$ cat src/rtl/uart_tx_engine.sv
// UART transmit serialiser: start bit, 5-8 data bits LSB first, optional parity,
// 1 or 2 stop bits, with an internal baud tick generator chosen from four divisors.
module uart_tx_engine #(
    parameter int MAX_UART_DATA_W = 8,
    parameter int STOP_CONF_W     = 2,
    parameter int DATA_CONF_W     = 2,
    parameter int TOTAL_CONF_W    = STOP_CONF_W + DATA_CONF_W + 1,
    parameter int BAUD_RATE_SEL_W = 2,
    parameter int BAUD_DIV_0      = 10417,
    parameter int BAUD_DIV_1      = 5208,
    parameter int BAUD_DIV_2      = 868,
    parameter int BAUD_DIV_3      = 109,
    parameter int BAUD_CNT_W      = 16,
    parameter int PARITY_ODD      = 0
) (
    input  logic                       clk_i,
    input  logic                       rst_ni,
    input  logic                       tx_en_i,
    input  logic                       tx_start_i,
    input  logic [TOTAL_CONF_W-1:0]    tx_conf_i,
    input  logic [MAX_UART_DATA_W-1:0] tx_data_i,
    input  logic [BAUD_RATE_SEL_W-1:0] baud_sel_i,
    output logic                       tx_o,
    output logic                       tx_busy_o,
    output logic                       tx_done_o
);

    localparam int   IDX_W    = (MAX_UART_DATA_W > 1) ? $clog2(MAX_UART_DATA_W) : 1;
    localparam logic PAR_INIT = (PARITY_ODD != 0);

    typedef enum logic [2:0] {
        S_IDLE,
        S_START,
        S_DATA,
        S_PARITY,
        S_STOP
    } state_t;

    state_t                     r_state;
    logic                       r_start_q;
    logic [BAUD_CNT_W-1:0]      r_baud_cnt;
    logic [BAUD_CNT_W-1:0]      r_div_m1;
    logic [MAX_UART_DATA_W-1:0] r_shift;
    logic [IDX_W-1:0]           r_last_idx;
    logic [IDX_W-1:0]           r_bit_idx;
    logic                       r_par_en;
    logic                       r_two_stop;
    logic                       r_parity;
    logic                       r_stop_cnt;
    logic                       r_tx;
    logic                       r_busy;
    logic                       r_done;

    state_t                     w_state_next;
    logic [BAUD_CNT_W-1:0]      w_baud_next;
    logic [BAUD_CNT_W-1:0]      w_div_m1_next;
    logic [MAX_UART_DATA_W-1:0] w_shift_next;
    logic [IDX_W-1:0]           w_last_idx_next;
    logic [IDX_W-1:0]           w_bit_idx_next;
    logic                       w_par_en_next;
    logic                       w_two_stop_next;
    logic                       w_parity_next;
    logic                       w_stop_cnt_next;
    logic                       w_tx_next;
    logic                       w_busy_next;
    logic                       w_done_next;

    logic [BAUD_CNT_W-1:0]      w_div;
    logic [IDX_W-1:0]           w_conf_last_idx;
    logic                       w_conf_two_stop;
    logic                       w_conf_par_en;
    logic                       w_start_edge;
    logic                       w_tick;

    // Divisor and frame format decoded from the live inputs; only sampled at frame start.
    always_comb begin
        if (baud_sel_i == BAUD_RATE_SEL_W'(0)) begin
            w_div = BAUD_CNT_W'(BAUD_DIV_0);
        end else if (baud_sel_i == BAUD_RATE_SEL_W'(1)) begin
            w_div = BAUD_CNT_W'(BAUD_DIV_1);
        end else if (baud_sel_i == BAUD_RATE_SEL_W'(2)) begin
            w_div = BAUD_CNT_W'(BAUD_DIV_2);
        end else begin
            w_div = BAUD_CNT_W'(BAUD_DIV_3);
        end
    end

    assign w_conf_last_idx = IDX_W'(4) + IDX_W'(tx_conf_i[TOTAL_CONF_W-1 -: DATA_CONF_W]);
    assign w_conf_two_stop = |tx_conf_i[STOP_CONF_W:1];
    assign w_conf_par_en   = tx_conf_i[0];
    assign w_start_edge    = tx_start_i & ~r_start_q;
    assign w_tick          = (r_baud_cnt == '0);

    always_comb begin
        w_state_next    = r_state;
        w_baud_next     = r_baud_cnt;
        w_div_m1_next   = r_div_m1;
        w_shift_next    = r_shift;
        w_last_idx_next = r_last_idx;
        w_bit_idx_next  = r_bit_idx;
        w_par_en_next   = r_par_en;
        w_two_stop_next = r_two_stop;
        w_parity_next   = r_parity;
        w_stop_cnt_next = r_stop_cnt;
        w_tx_next       = r_tx;
        w_busy_next     = r_busy;
        w_done_next     = 1'b0;

        if (r_state != S_IDLE) begin
            w_baud_next = w_tick ? r_div_m1 : (r_baud_cnt - BAUD_CNT_W'(1));
        end

        // Losing enable mid-frame drops the frame outright; no done pulse follows.
        if (r_state != S_IDLE && !tx_en_i) begin
            w_state_next = S_IDLE;
            w_baud_next  = '0;
            w_tx_next    = 1'b1;
            w_busy_next  = 1'b0;
        end else begin
            unique case (r_state)
                S_IDLE: begin
                    if (tx_en_i && w_start_edge) begin
                        w_state_next    = S_START;
                        w_div_m1_next   = w_div - BAUD_CNT_W'(1);
                        w_baud_next     = w_div - BAUD_CNT_W'(1);
                        w_shift_next    = tx_data_i;
                        w_last_idx_next = w_conf_last_idx;
                        w_par_en_next   = w_conf_par_en;
                        w_two_stop_next = w_conf_two_stop;
                        w_tx_next       = 1'b0;
                        w_busy_next     = 1'b1;
                    end
                end
                S_START: begin
                    if (w_tick) begin
                        w_state_next   = S_DATA;
                        w_tx_next      = r_shift[0];
                        w_shift_next   = r_shift >> 1;
                        w_parity_next  = r_shift[0];
                        w_bit_idx_next = '0;
                    end
                end
                S_DATA: begin
                    if (w_tick) begin
                        if (r_bit_idx == r_last_idx) begin
                            if (r_par_en) begin
                                w_state_next = S_PARITY;
                                w_tx_next    = r_parity ^ PAR_INIT;
                            end else begin
                                w_state_next    = S_STOP;
                                w_tx_next       = 1'b1;
                                w_stop_cnt_next = r_two_stop;
                            end
                        end else begin
                            w_tx_next      = r_shift[0];
                            w_shift_next   = r_shift >> 1;
                            w_parity_next  = r_parity ^ r_shift[0];
                            w_bit_idx_next = r_bit_idx + IDX_W'(1);
                        end
                    end
                end
                S_PARITY: begin
                    if (w_tick) begin
                        w_state_next    = S_STOP;
                        w_tx_next       = 1'b1;
                        w_stop_cnt_next = r_two_stop;
                    end
                end
                S_STOP: begin
                    if (w_tick) begin
                        if (r_stop_cnt) begin
                            w_stop_cnt_next = 1'b0;
                        end else begin
                            w_state_next = S_IDLE;
                            w_baud_next  = '0;
                            w_busy_next  = 1'b0;
                            w_done_next  = 1'b1;
                        end
                    end
                end
                default: begin
                    w_state_next = S_IDLE;
                    w_baud_next  = '0;
                    w_tx_next    = 1'b1;
                    w_busy_next  = 1'b0;
                end
            endcase
        end
    end

    always_ff @(posedge clk_i or negedge rst_ni) begin
        if (!rst_ni) begin
            r_state    <= S_IDLE;
            r_start_q  <= 1'b0;
            r_baud_cnt <= '0;
            r_div_m1   <= '0;
            r_shift    <= '0;
            r_last_idx <= '0;
            r_bit_idx  <= '0;
            r_par_en   <= 1'b0;
            r_two_stop <= 1'b0;
            r_parity   <= 1'b0;
            r_stop_cnt <= 1'b0;
            r_tx       <= 1'b1;
            r_busy     <= 1'b0;
            r_done     <= 1'b0;
        end else begin
            r_state    <= w_state_next;
            r_start_q  <= tx_start_i;
            r_baud_cnt <= w_baud_next;
            r_div_m1   <= w_div_m1_next;
            r_shift    <= w_shift_next;
            r_last_idx <= w_last_idx_next;
            r_bit_idx  <= w_bit_idx_next;
            r_par_en   <= w_par_en_next;
            r_two_stop <= w_two_stop_next;
            r_parity   <= w_parity_next;
            r_stop_cnt <= w_stop_cnt_next;
            r_tx       <= w_tx_next;
            r_busy     <= w_busy_next;
            r_done     <= w_done_next;
        end
    end

    assign tx_o      = r_tx;
    assign tx_busy_o = r_busy;
    assign tx_done_o = r_done;

endmodule

$ cat config.mk
export PLATFORM = sky130hd
export DESIGN_NAME = uart_tx_engine
export DESIGN_NICKNAME = d
export VERILOG_FILES = /design/src/rtl/uart_tx_engine.sv
export SDC_FILE = /design/constraint.sdc
export NUM_CORES = 1
export LEC_CHECK = 0
export ABC_AREA = 1
export CAP_MARGIN = 10
export CELL_PAD_IN_SITES_DETAIL_PLACEMENT = 0
export CELL_PAD_IN_SITES_GLOBAL_PLACEMENT = 1
export CORE_MARGIN = 5
export CORE_UTILIZATION = 40
export DETAILED_ROUTE_END_ITERATION = 10
export PLACE_DENSITY = 0.8
export SLEW_MARGIN = 20
export SYNTH_ARGS = -nofsm -noshare
export SYNTH_HDL_FRONTEND = slang
export SYNTH_SLANG_ARGS = --single-unit
$ cat constraint.sdc
create_clock -name clk_i -period 2 [get_ports clk_i]
set_clock_uncertainty 0.15 [all_clocks]
set_input_delay 0.2 -clock clk_i [delete_from_list [all_inputs] [get_ports clk_i]]
set_output_delay 0.2 -clock clk_i [all_outputs]
set_load 0.03 [all_outputs]
==> results of run 1 <==
==> where the power goes <==
group          total [W]  internal, W  switching (W)
registers        0.00187      0.00152       0.000359
logic            0.00385      0.00151        0.00234
clock network   0.000683     0.000261       0.000422
total            0.00640      0.00329        0.00312
==> layout by cell type, fill, tap and decap left out, types with 6 or more instances in the layout <==
| cell type | count |
|---|---|
| a21oi_1 | 10 |
| o21ai_0 | 29 |
| ha_1 | 9 |
| nand2_2 | 15 |
| o21ai_2 | 8 |
| inv_1 | 51 |
| nand3_1 | 38 |
| buf_4 | 29 |
| nor2_2 | 6 |
| nor2_1 | 33 |
| clkdlybuf4s50_1 | 20 |
| nor2_4 | 6 |
| inv_2 | 7 |
| mux2i_1 | 7 |
| dfrtp_1 | 52 |
| nand2_1 | 121 |
==> repair_timing <==
action                                  CTS  global route
hold endpoints to repair                 22             0
resized for setup                         0            32
endpoints found under the setup margin    0            31
hold buffers                              1             0
==> cells by family after synthesis <==
family,Yosys count
xor gates and xnor gates,9
muxes,7
DFF,54
buffers and inverters,67
AOI/OAI and AO/OA,65
adders and majority gates,10
and+or+nand+nor,238
==> worst max-delay path by stage <==
stage / slack, ps / endpoint / depth (start not counted) / from
3_5_place_dp: -20 / r_baud_cnt[2]$_DFF_PN0_ / 9 / baud_sel_i[0]
3_3_place_gp: 20 / r_baud_cnt[2]$_DFF_PN0_ / 9 / baud_sel_i[0]
6_report: 40 / r_shift[0]$_DFFE_PN0P_ / 11 / r_baud_cnt[1]$_DFF_PN0_
4_1_cts: 50 / r_shift[1]$_DFFE_PN0P_ / 12 / r_baud_cnt[1]$_DFF_PN0_
2_1_floorplan: 140 / r_shift[6]$_DFFE_PN0P_ / 12 / r_baud_cnt[0]$_DFF_PN0_
5_1_grt: -70 / r_shift[0]$_DFFE_PN0P_ / 11 / r_baud_cnt[1]$_DFF_PN0_
==> final cells by class <==
class	count	share of cell area, %
Timing Repair Buffer	54	11.7
Tap cell	105	3.17
Sequential cell	54	32.7
Clock inverter	3	0.695
Clock buffer	5	1.66
Inverter	58	5.26
Multi-Input combinational cell	330	44.9
==> per-layer routing <==
layer	vias to the layer above	wire length, µm	global-route usage (%)
li1	1533	-	-
met1	1410	4110	24.8
met2	50	3820	26.0
met3	5	383	2.32
met4	0	65	3.33
met5	-	0	0
==> sequential cells by signal (all words and copies together) (netlist names) <==
| name | flops |
|---|---|
| tx_busy_o | 1 |
| r_start_q | 1 |
| r_par_en | 1 |
| r_div_m1 | 13 |
| r_baud_cnt | 16 |
| r_last_idx | 3 |
| r_two_stop | 1 |
| r_bit_idx | 3 |
| r_shift | 8 |
| r_stop_cnt | 1 |
| r_parity | 1 |
| r_state | 3 |
| tx_done_o | 1 |
| tx_o | 1 |
==> per-stage QoR <==
stage | power, W | cell area [µm²] | utilization [%] | worst slack (ps)
after floorplan | 0.00447 | 3390 | - | 137
final | 0.00640 | 4140 | 50.2 | 44.4
after global routing | 0.00699 | 4140 | 50.2 | -71.0
after global placement | 0.00538 | 3930 | 47.5 | 20.0
after CTS | 0.00613 | 4030 | 48.8 | 45.8
after detailed placement | 0.00543 | 3930 | 47.5 | -22.3
==> flow_summary.yaml, run 1 <==
critical_path:
  crit_path_max_fanout: 8
  crit_chain: "inv_2 -> ha_4 -> inv_2 -> nor2_4 -> nand2_2 -> nor2_4 -> nand2_4 -> buf_12 -> o21ai_4 -> nand2_4 -> o21ai_2"
  arrival_ps: 2070
  crit_family: "simple AND/OR/NAND/NOR gates"
  criticalPathCategory: "reg2reg"
  crit_slowest_cell: "dfrtp_1"
  critPathLaunchType: "flop"
  reg2reg_from: "r_baud_cnt[1]$_DFF_PN0_"
  regToRegSetupSlack_ps: 40
  crit_path_max_incr_delay_ps: 410
  cp.buffers_inverters: 3
  crit_required_ps: 2110
  crit_path_end_kind: "flop"
  worstRegToRegCells: 11
  r2r_end: "r_shift[0]$_DFFE_PN0P_"
power_and_ir_drop:
  vdd_drop_max_mv: 0.560
  cellLeakagePower_nw: 2.12
  power_density_mw_per_mm2: 1550
timing:
  final.setup.tns_ps: 0
  setup_viol: 0
  tightest_slew_ps: 578
  hold_viol: 0
  period_minus_slack_ps: 1960
  slew_viol_final: 0
  finalCritPeriodShare_pct: 97.8
  max-slew-margin-rel_pct: 61.5
  fmax_mhz: 511
  whs_ps: 193
  grt_setup_unrepaired: "yes"
synth:
  ys_top_cells_by_area: "dfrtp_1 (39%), nand2_1 (15%), inv_1 (6.0%)"
  synth_common_cells: "nand2_1 (131), inv_1 (54), dfrtp_1 (53)"
  syn_nets: 479
  synth_top_family_by_area: "simple AND/OR/NAND/NOR gates"
  synthArstFlopShare_pct: 100
  synthFlopType: "dfrtp_1"
  synthMuxAreaShare_pct: 2.07
  syn_inst: 450
  yosys.area.top_type: "dfrtp_1"
  synth_top_area_share_pct: 39.1
  yosys_warnings: 0
  synth.distinct_cells: 39
  synth_compound_area_share_pct: 11.8
  synth-xor-area-share_pct: 2.32
  netlist_area_mm2: 0.00339
  synth_simple_gate_area_share_pct: 31.8
  synthAdderAreaFrac_pct: 3.69
  yosysMostFrequentCell: "nand2_1"
  synth_area_per_cell_um2: 7.54
  synth-seq-cells: 54
  ys_seq_area_share_pct: 39.9
  synth_edf_count: 0
floorplanning:
  rows: 33
  die_w_um: 102
  ios: 22
  initial_core_util_pct: 41.1
  die-area_mm2: 0.0104
  coreArea_mm2: 0.00826
  fp.dieH_um: 102
global_routing:
  gr-total-overflow: 0
  first_global_vias: 2855
  grt_max_degree: 25
  antenna_found_initial: 0
  grt_use_total_pct: 16.7
  grt_pass1_wl_um: 13800
worst_hold_path:
  min_path_type: "in2reg"
  whs_path_depth: 1
  hold-path-endpoint: "r_start_q$_DFF_PN0_"
  min-delay-start: "tx_start_i"
layout:
  nFillCells: 834
  area_delta_synth_final_pct: 22.2
  finalNetCount: 532
  drive_gt1_share_pct: 20.8
  regArea_mm2: 0.00135
  fin_cells: 609
  multi_input_area_mm2: 0.00186
  diodes: 0
clock_network:
  worstSkewPairLatency_ps: 320
  cts_root_buf: "clkbuf_8"
  cts_setup_buffers: 0
  cts_buffers: 5
  cts_max_level: 2
  tritoncts: "built"
  cts.path.max_buffers: 2
  clkSlewWorstSetupHoldPaths_ps: 120
  cts_sinks: 54
drt:
  first_iter_violations: 178
  drc: 0
  vias_per_cell: 4.92
  detail-route-antenna-nets: 0
  vias: 2998
  wirelength_um: 8380
  drt-wirelength-per-cell_um: 13.8
  first_pass_iters: 4
run_status:
  status: "finished clean"
placement:
  place_hpwl_um: 6430
  port_buffers: 21
  gp_congestion: 0.862
  dp_cells: 599
run:
  cap_violations: 0
(Power assumes the default switching activity.)
==> run 2: changes to the inputs <==
--- a/config.mk
+++ b/config.mk
@@ -5,14 +5,14 @@
 export SDC_FILE = /design/constraint.sdc
 export NUM_CORES = 1
 export LEC_CHECK = 0
-export ABC_AREA = 1
 export CAP_MARGIN = 10
 export CELL_PAD_IN_SITES_DETAIL_PLACEMENT = 0
 export CELL_PAD_IN_SITES_GLOBAL_PLACEMENT = 1
 export CORE_MARGIN = 5
-export CORE_UTILIZATION = 40
+export CORE_UTILIZATION = 41
 export DETAILED_ROUTE_END_ITERATION = 10
-export PLACE_DENSITY = 0.8
+export GPL_TIMING_DRIVEN = 0
+export PLACE_DENSITY = 0.78
 export SLEW_MARGIN = 20
 export SYNTH_ARGS = -nofsm -noshare
 export SYNTH_HDL_FRONTEND = slang
==> run 2 against run 1 <==
Against the previous run:
- the flow now finishes with violations (setup timing)
- highest routed layer unchanged
- largest cell class unchanged
- count of clock-buffer cells in the layout rose by 1
- worst setup slack worse by 210 ps
- cell area is 4.3% higher
- die area fell by 8.1%
- sequential share of layout area decreased by 1.2 points
- sequential cell count did not move
- combinational power is 61% lower
- non-clock buffer count increased by 15
- register-to-register slack worse by 210 ps
- clock power shrank 0.9%
- sequential power decreased by 19%
==> flow_summary.yaml, run 2 <==
layout:
  fin_cells: 497
  regArea_mm2: 0.00136
  diodes: 0
  largest_reg_flops: 16
  final_area_mm2: 0.00432
  top_register: "r_baud_cnt"
  finalNetCount: 423
  nFillCells: 663
  utilization_pct: 56.8
  final_common_cell: "dfrtp_1"
  layout_common_cells: "dfrtp_1 (48), nand2_1 (47), buf_4 (26), clkdlybuf4s50_1 (20), nor2_1 (14)"
  multi_input_area_mm2: 0.00202
  area_delta_synth_final_pct: 36.6
  top_regs: "r_baud_cnt: 16 flops, r_div_m1: 13 flops, r_shift: 8 flops"
  drive_gt1_share_pct: 34.9
timing:
  tightest_slew_ps: 728
  fmax_mhz: 461
  slew_viol_final: 0
  hold_viol: 0
  grt_setup_unrepaired: "yes"
  setup_ws_ps: -170
  setup_viol: 29
  finalCritPeriodShare_pct: 109
  period_minus_slack_ps: 2170
  max-slew-margin-rel_pct: 51.4
synth:
  yosysMostFrequentCell: "dfrtp_1"
  synthArstFlopShare_pct: 100
  yosys.area.top_type: "dfrtp_1"
  ys_top_cells_by_area: "dfrtp_1 (42%), nand2_1 (5.9%), mux2_2 (5.3%)"
  synth_area_per_cell_um2: 9.50
  synth.distinct_cells: 60
  synth_edf_count: 0
  synth_common_cells: "dfrtp_1 (53), nand2_1 (50), a21oi_1 (18), nor2_1 (18), o21ai_0 (17)"
  syn_inst: 333
  synthFlopType: "dfrtp_1"
  ys_seq_area_share_pct: 42.7
  synth_top_area_share_pct: 41.9
  yosys_warnings: 0
  syn_nets: 362
  netlist_area_mm2: 0.00316
  synth-seq-cells: 54
critical_path:
  crit_required_ps: 2060
  criticalPathCategory: "reg2reg"
  critPathLaunchType: "flop"
  arrival_ps: 2230
  crit_path_max_fanout: 8
  crit_path_end_kind: "flop"
floorplanning:
  rows: 32
  die-area_mm2: 0.00957
  die_w_um: 97.9
  coreArea_mm2: 0.00761
  initial_core_util_pct: 41.6
  ios: 22
  fp.dieH_um: 97.9
drt:
  vias: 2783
  drc: 0
  first_iter_violations: 230
  vias_per_cell: 5.60
  drt-wirelength-per-cell_um: 17.4
  wirelength_um: 8630
  detail-route-antenna-nets: 0
  first_pass_iters: 4
power_and_ir_drop:
  vdd_drop_max_mv: 0.333
  cellLeakagePower_nw: 1.85
  power_density_mw_per_mm2: 854
placement:
  dp_cells: 456
  port_buffers: 21
  dpl_cell_area_mm2: 0.00351
  place_hpwl_um: 5270
  gp_congestion: 0.886
global_routing:
  grt_use_total_pct: 17.7
  grt_max_degree: 55
  gr-total-overflow: 0
  antenna_found_initial: 0
  grt_pass1_wl_um: 13900
  first_global_vias: 2691
run_status:
  status: "finished, violations left"
  violations: "setup timing"
clock_network:
  clkSlewWorstSetupHoldPaths_ps: 110
  cts_root_buf: "clkbuf_8"
  cts.path.max_buffers: 2
  cts_buffers: 5
  worstSkewPairLatency_ps: 320
  tritoncts: "built"
  cts_sinks: 54
  cts_max_level: 2
worst_hold_path:
  min_path_type: "in2reg"
run:
  cap_violations: 0
-- run 2: changes by cell type after synthesis, sizes merged, moves of 6 or more --
cell     previous run  this run
a2bb2oi             0         7
nand2b              0         6
o22ai               1        15
clkbuf              1         9
nor3                1        11
a21oi              12        20
mux2                0        16
inv                58        12
nor2               46        18
nand2             141        50
o21ai              42        22
nand3              42         7
-- run 2: metal layers --
metal | GRT usage [%] | vias to the layer above | wire length [µm]
met4 | 5.96 | 0 | 161
met5 | 0 | - | 0
met3 | 2.21 | 12 | 393
met2 | 27.1 | 89 | 4020
li1 | - | 1343 | -
met1 | 25.9 | 1339 | 4050
-- run 2: area by class of cell --
| type | count | area share (%) |
|---|---|---|
| Clock inverter | 2 | 0.405 |
| Multi-Input combinational cell | 252 | 46.7 |
| Clock buffer | 6 | 1.91 |
| Buffer | 14 | 3.10 |
| Timing Repair Buffer | 55 | 12.4 |
| Tap cell | 102 | 2.95 |
| Inverter | 12 | 1.04 |
| Sequential cell | 54 | 31.4 |
-- run 2: through the flow --
step	setup slack [ps]	power [W]	hold slack, ps	TNS, ps
after global routing	-252	0.00388	225	-5400
after CTS	-140	0.00344	204	-2210
after detailed placement	-593	0.00246	148	-22340
final	-170	0.00369	221	-2900
after floorplan	-52.6	0.00218	-246	-472
after global placement	-1180	0.00244	314	-84850
-- run 2: timing repair --
action	4_1_cts	5_1_grt
gates cloned	2	0
endpoints found under the hold margin	53	0
gates resized for setup	70	51
hold buffers	1	0
setup endpoints to repair	53	49
setup buffers	20	11
pin swaps	15	27
-- run 2: report_power, final --
group / switching [W] / internal [W]
Sequential: 0.000219 / 0.00129
Clock: 0.000391 / 0.000286
Combinational: 0.000703 / 0.000801
-- run 2: cells by family after synthesis --
group           share of synthesized area, %
compound gates                          19.9
mux                                     7.39
flops                                   42.7
xor+xnor                                1.94
fa+ha+maj                               3.95
simple gates                            20.4
buf+inv                                 3.68
-- run 2: critical path, cell delays in order (launching register included) --
cell and delay [ps]:
dfrtp_1 410, inv_2 100, ha_4 130, nor4b_4 170, buf_4 180, and4_4 260
o21ai_4 80, a21oi_4 140, buf_12 150, mux2_4 300
-- run 2: path summary, 6_finish.rpt --
check,slack (ps),cells after the start,startpoint,endpoint
worst min-delay path,220,1,tx_start_i,r_start_q$_DFF_PN0_
worst min register to register,340,1,tx_busy_o$_DFFE_PN0P_,tx_busy_o$_DFFE_PN0P_
worst max-delay path,-170,9,r_baud_cnt[1]$_DFF_PN0_,r_shift[6]$_DFFE_PN0P_
worst max register to register,-170,9,r_baud_cnt[1]$_DFF_PN0_,r_shift[6]$_DFFE_PN0P_
max in group asynchronous,850,2,rst_ni,r_baud_cnt[4]$_DFF_PN0_
min in group asynchronous,330,2,rst_ni,r_div_m1[8]$_DFFE_PN0P_
==> run 3: changes to the inputs <==
--- a/config.mk
+++ b/config.mk
@@ -8,11 +8,11 @@
 export CAP_MARGIN = 10
 export CELL_PAD_IN_SITES_DETAIL_PLACEMENT = 0
 export CELL_PAD_IN_SITES_GLOBAL_PLACEMENT = 1
-export CORE_MARGIN = 5
+export CORE_MARGIN = 1.5
 export CORE_UTILIZATION = 41
 export DETAILED_ROUTE_END_ITERATION = 10
-export GPL_TIMING_DRIVEN = 0
 export PLACE_DENSITY = 0.78
+export SKIP_LAST_GASP = 1
 export SLEW_MARGIN = 20
 export SYNTH_ARGS = -nofsm -noshare
 export SYNTH_HDL_FRONTEND = slang
==> run 3 against run 2 <==
Against the previous run:
- sequential cell count did not move
- count of clock-buffer cells in the layout grew 1
- the run still ends with setup timing left
- utilization rose by 3.9 points
- sequential power is essentially flat
- maximum frequency hardly changed
- critical path depth unchanged
- worst hold slack got worse by 12 ps
- power up 4.7%
- first-iteration DRC count down 31%
- sequential share of layout area fell by 1.2 points
- critical path type unchanged
- combinational power increased by 7%
- die area decreased by 14%
==> flow_summary.yaml, run 3 (synthesis gave the netlist of run 2 again) <==
run_status:
  status: "finished, violations left"
  violations: "setup timing"
global_routing:
  antenna_found_initial: 0
  gr-total-overflow: 0
  grt_max_degree: 24
  grt_use_total_pct: 20.9
  grt_pass1_wl_um: 13800
  first_global_vias: 2790
clock_network:
  worstSkewPairLatency_ps: 320
  cts_sinks: 54
  cts_buffers: 5
  tritoncts: "built"
  clkSlewWorstSetupHoldPaths_ps: 100
  cts.path.max_buffers: 2
  cts_root_buf: "clkbuf_8"
  cts_max_level: 2
critical_path:
  crit_path_max_fanout: 8
  arrival_ps: 2230
  crit_required_ps: 2060
  crit_path_max_incr_delay_ps: 410
  criticalPathCategory: "reg2reg"
  worstRegToRegCells: 9
  crit_slowest_cell: "dfrtp_1"
  reg2reg_from: "r_baud_cnt[0]$_DFF_PN0_"
  r2r_end: "r_baud_cnt[6]$_DFF_PN0_"
  regToRegSetupSlack_ps: -170
  cp.depth: 9
  critPathLaunchType: "flop"
  crit_chain: "inv_2 -> ha_4 -> nor4b_4 -> buf_4 -> nand4_1 -> nor2_2 -> o22a_2 -> clkbuf_16 -> o22ai_2"
  cp.buffers_inverters: 3
  crit_family: "simple AND/OR/NAND/NOR gates"
  crit_path_end_kind: "flop"
floorplanning:
  coreArea_mm2: 0.00737
  rows: 31
  ios: 22
  fp.dieH_um: 90.9
  initial_core_util_pct: 42.9
  die-area_mm2: 0.00825
  die_w_um: 90.9
timing:
  hold_viol: 0
  finalCritPeriodShare_pct: 109
  slew_viol_final: 0
  fmax_mhz: 461
  setup_ws_ps: -171
  grt_setup_unrepaired: "yes"
  max-slew-margin-rel_pct: 63.7
  tightest_slew_ps: 545
  period_minus_slack_ps: 2170
  setup_viol: 28
placement:
  port_buffers: 21
  gp_congestion: 0.835
  place_hpwl_um: 5890
power_and_ir_drop:
  power_w: 0.00386
  p_seq_share_pct: 38.3
  vdd_drop_max_mv: 0.367
  internal_power_w: 0.00257
  switching_share_pct: 33.5
  combinationalPowerShare_pct: 41.4
  switching_power_w: 0.00129
  power_density_mw_per_mm2: 863
  p_clk_share_pct: 20.3
  cellLeakagePower_nw: 1.99
drt:
  drc: 0
  drt-wirelength-per-cell_um: 16.4
  vias_per_cell: 5.48
  vias: 2859
  first_pass_iters: 4
  first_iter_violations: 159
  detail-route-antenna-nets: 0
  wirelength_um: 8570
layout:
  utilization_pct: 60.7
  final_common_cell: "buf_4"
  top_register: "r_baud_cnt"
  finalNetCount: 451
  area_delta_synth_final_pct: 41.4
  largest_reg_flops: 16
  top_regs: "r_baud_cnt: 16 flops, r_div_m1: 13 flops, r_shift: 8 flops"
  layout_common_cells: "buf_4 (63), dfrtp_1 (51), nand2_1 (49), clkdlybuf4s50_1 (20), nor2_1 (16)"
  drive_gt1_share_pct: 36.6
  diodes: 0
worst_hold_path:
  whs_path_depth: 1
  hold-path-endpoint: "r_start_q$_DFF_PN0_"
  min-delay-start: "tx_start_i"
  min_path_type: "in2reg"
run:
  cap_violations: 0
run 3: cell types whose count changed in the layout (fill, tap and decap cells not counted), moves of 3 or more:
cell and change:
buf_12 +3, buf_4 +37, buf_6 -6, dfrtp_1 +3, dfrtp_2 -3, nor3_2 +5, nor3_4 -4
run 3: final cells by class:
type	count	area (µm²)
Sequential cell	54	1360
Clock buffer	7	86.3
Fill cell	642	2900
Multi-Input combinational cell	252	1950
Tap cell	99	124
Inverter	12	45.0
Clock inverter	1	30.0
Timing Repair Buffer	97	885
run 3: worst register-to-register path, cell delays in order, from the launching register on:
cell       delay [ps]
dfrtp_1           410
inv_2             110
ha_4              130
nor4b_4           230
buf_4             180
nand4_1           170
nor2_2            190
o22a_2            230
clkbuf_16         180
o22ai_2            60
run 3: worst max path at each step:
stage	from	to
finish	r_baud_cnt[0]$_DFF_PN0_	r_baud_cnt[6]$_DFF_PN0_
global route	r_baud_cnt[0]$_DFF_PN0_	r_baud_cnt[6]$_DFF_PN0_
CTS	r_baud_cnt[0]$_DFF_PN0_	r_baud_cnt[6]$_DFF_PN0_
detailed placement	r_baud_cnt[0]$_DFF_PN0_	r_bit_idx[2]$_DFFE_PN0P_
global placement	r_baud_cnt[2]$_DFF_PN0_	r_baud_cnt[6]$_DFF_PN0_
floorplan	r_baud_cnt[0]$_DFF_PN0_	r_shift[1]$_DFFE_PN0P_
run 3: what timing repair did:
action | CTS | global route
resized for setup | 33 | 37
endpoints found under the hold margin | 21 | 0
hold buffers | 1 | 0
gates cloned | 0 | 2
setup endpoints to repair | 31 | 35
buffers inserted | 6 | 3
pin swaps | 10 | 17
run 3: per-layer routing:
metal  share of wire [%]  track usage [%]
met1                  48             30.8
met2                  47             31.8
met3                 3.0             2.69
met4                 1.8             6.64
met5                   0                0
run 3: metrics by stage:
stage | hold WS, ps | setup slack, ps | std cells | cell area, µm² | TNS [ps]
final | 209 | -171 | 522 | 4470 | -3680
after detailed placement | 67.4 | -205 | 503 | 3970 | -2750
after CTS | 202 | -102 | 517 | 4280 | -1710
after global routing | 220 | -247 | 522 | 4470 | -5980
after floorplan | -246 | -52.6 | 333 | 3170 | -472
after global placement | 66.3 | -92.5 | 503 | 3970 | -909
run 3: power by group through the flow:
stage / Clock (W) / Sequential (W) / Combinational, W
2_1_floorplan: 0 / 0.00146 / 0.000723
3_3_place_gp: 0 / 0.00147 / 0.00130
3_5_place_dp: 0 / 0.00148 / 0.00133
4_1_cts: 0.000807 / 0.00147 / 0.00148
5_1_grt: 0.000844 / 0.00150 / 0.00173
6_report: 0.000786 / 0.00148 / 0.00160
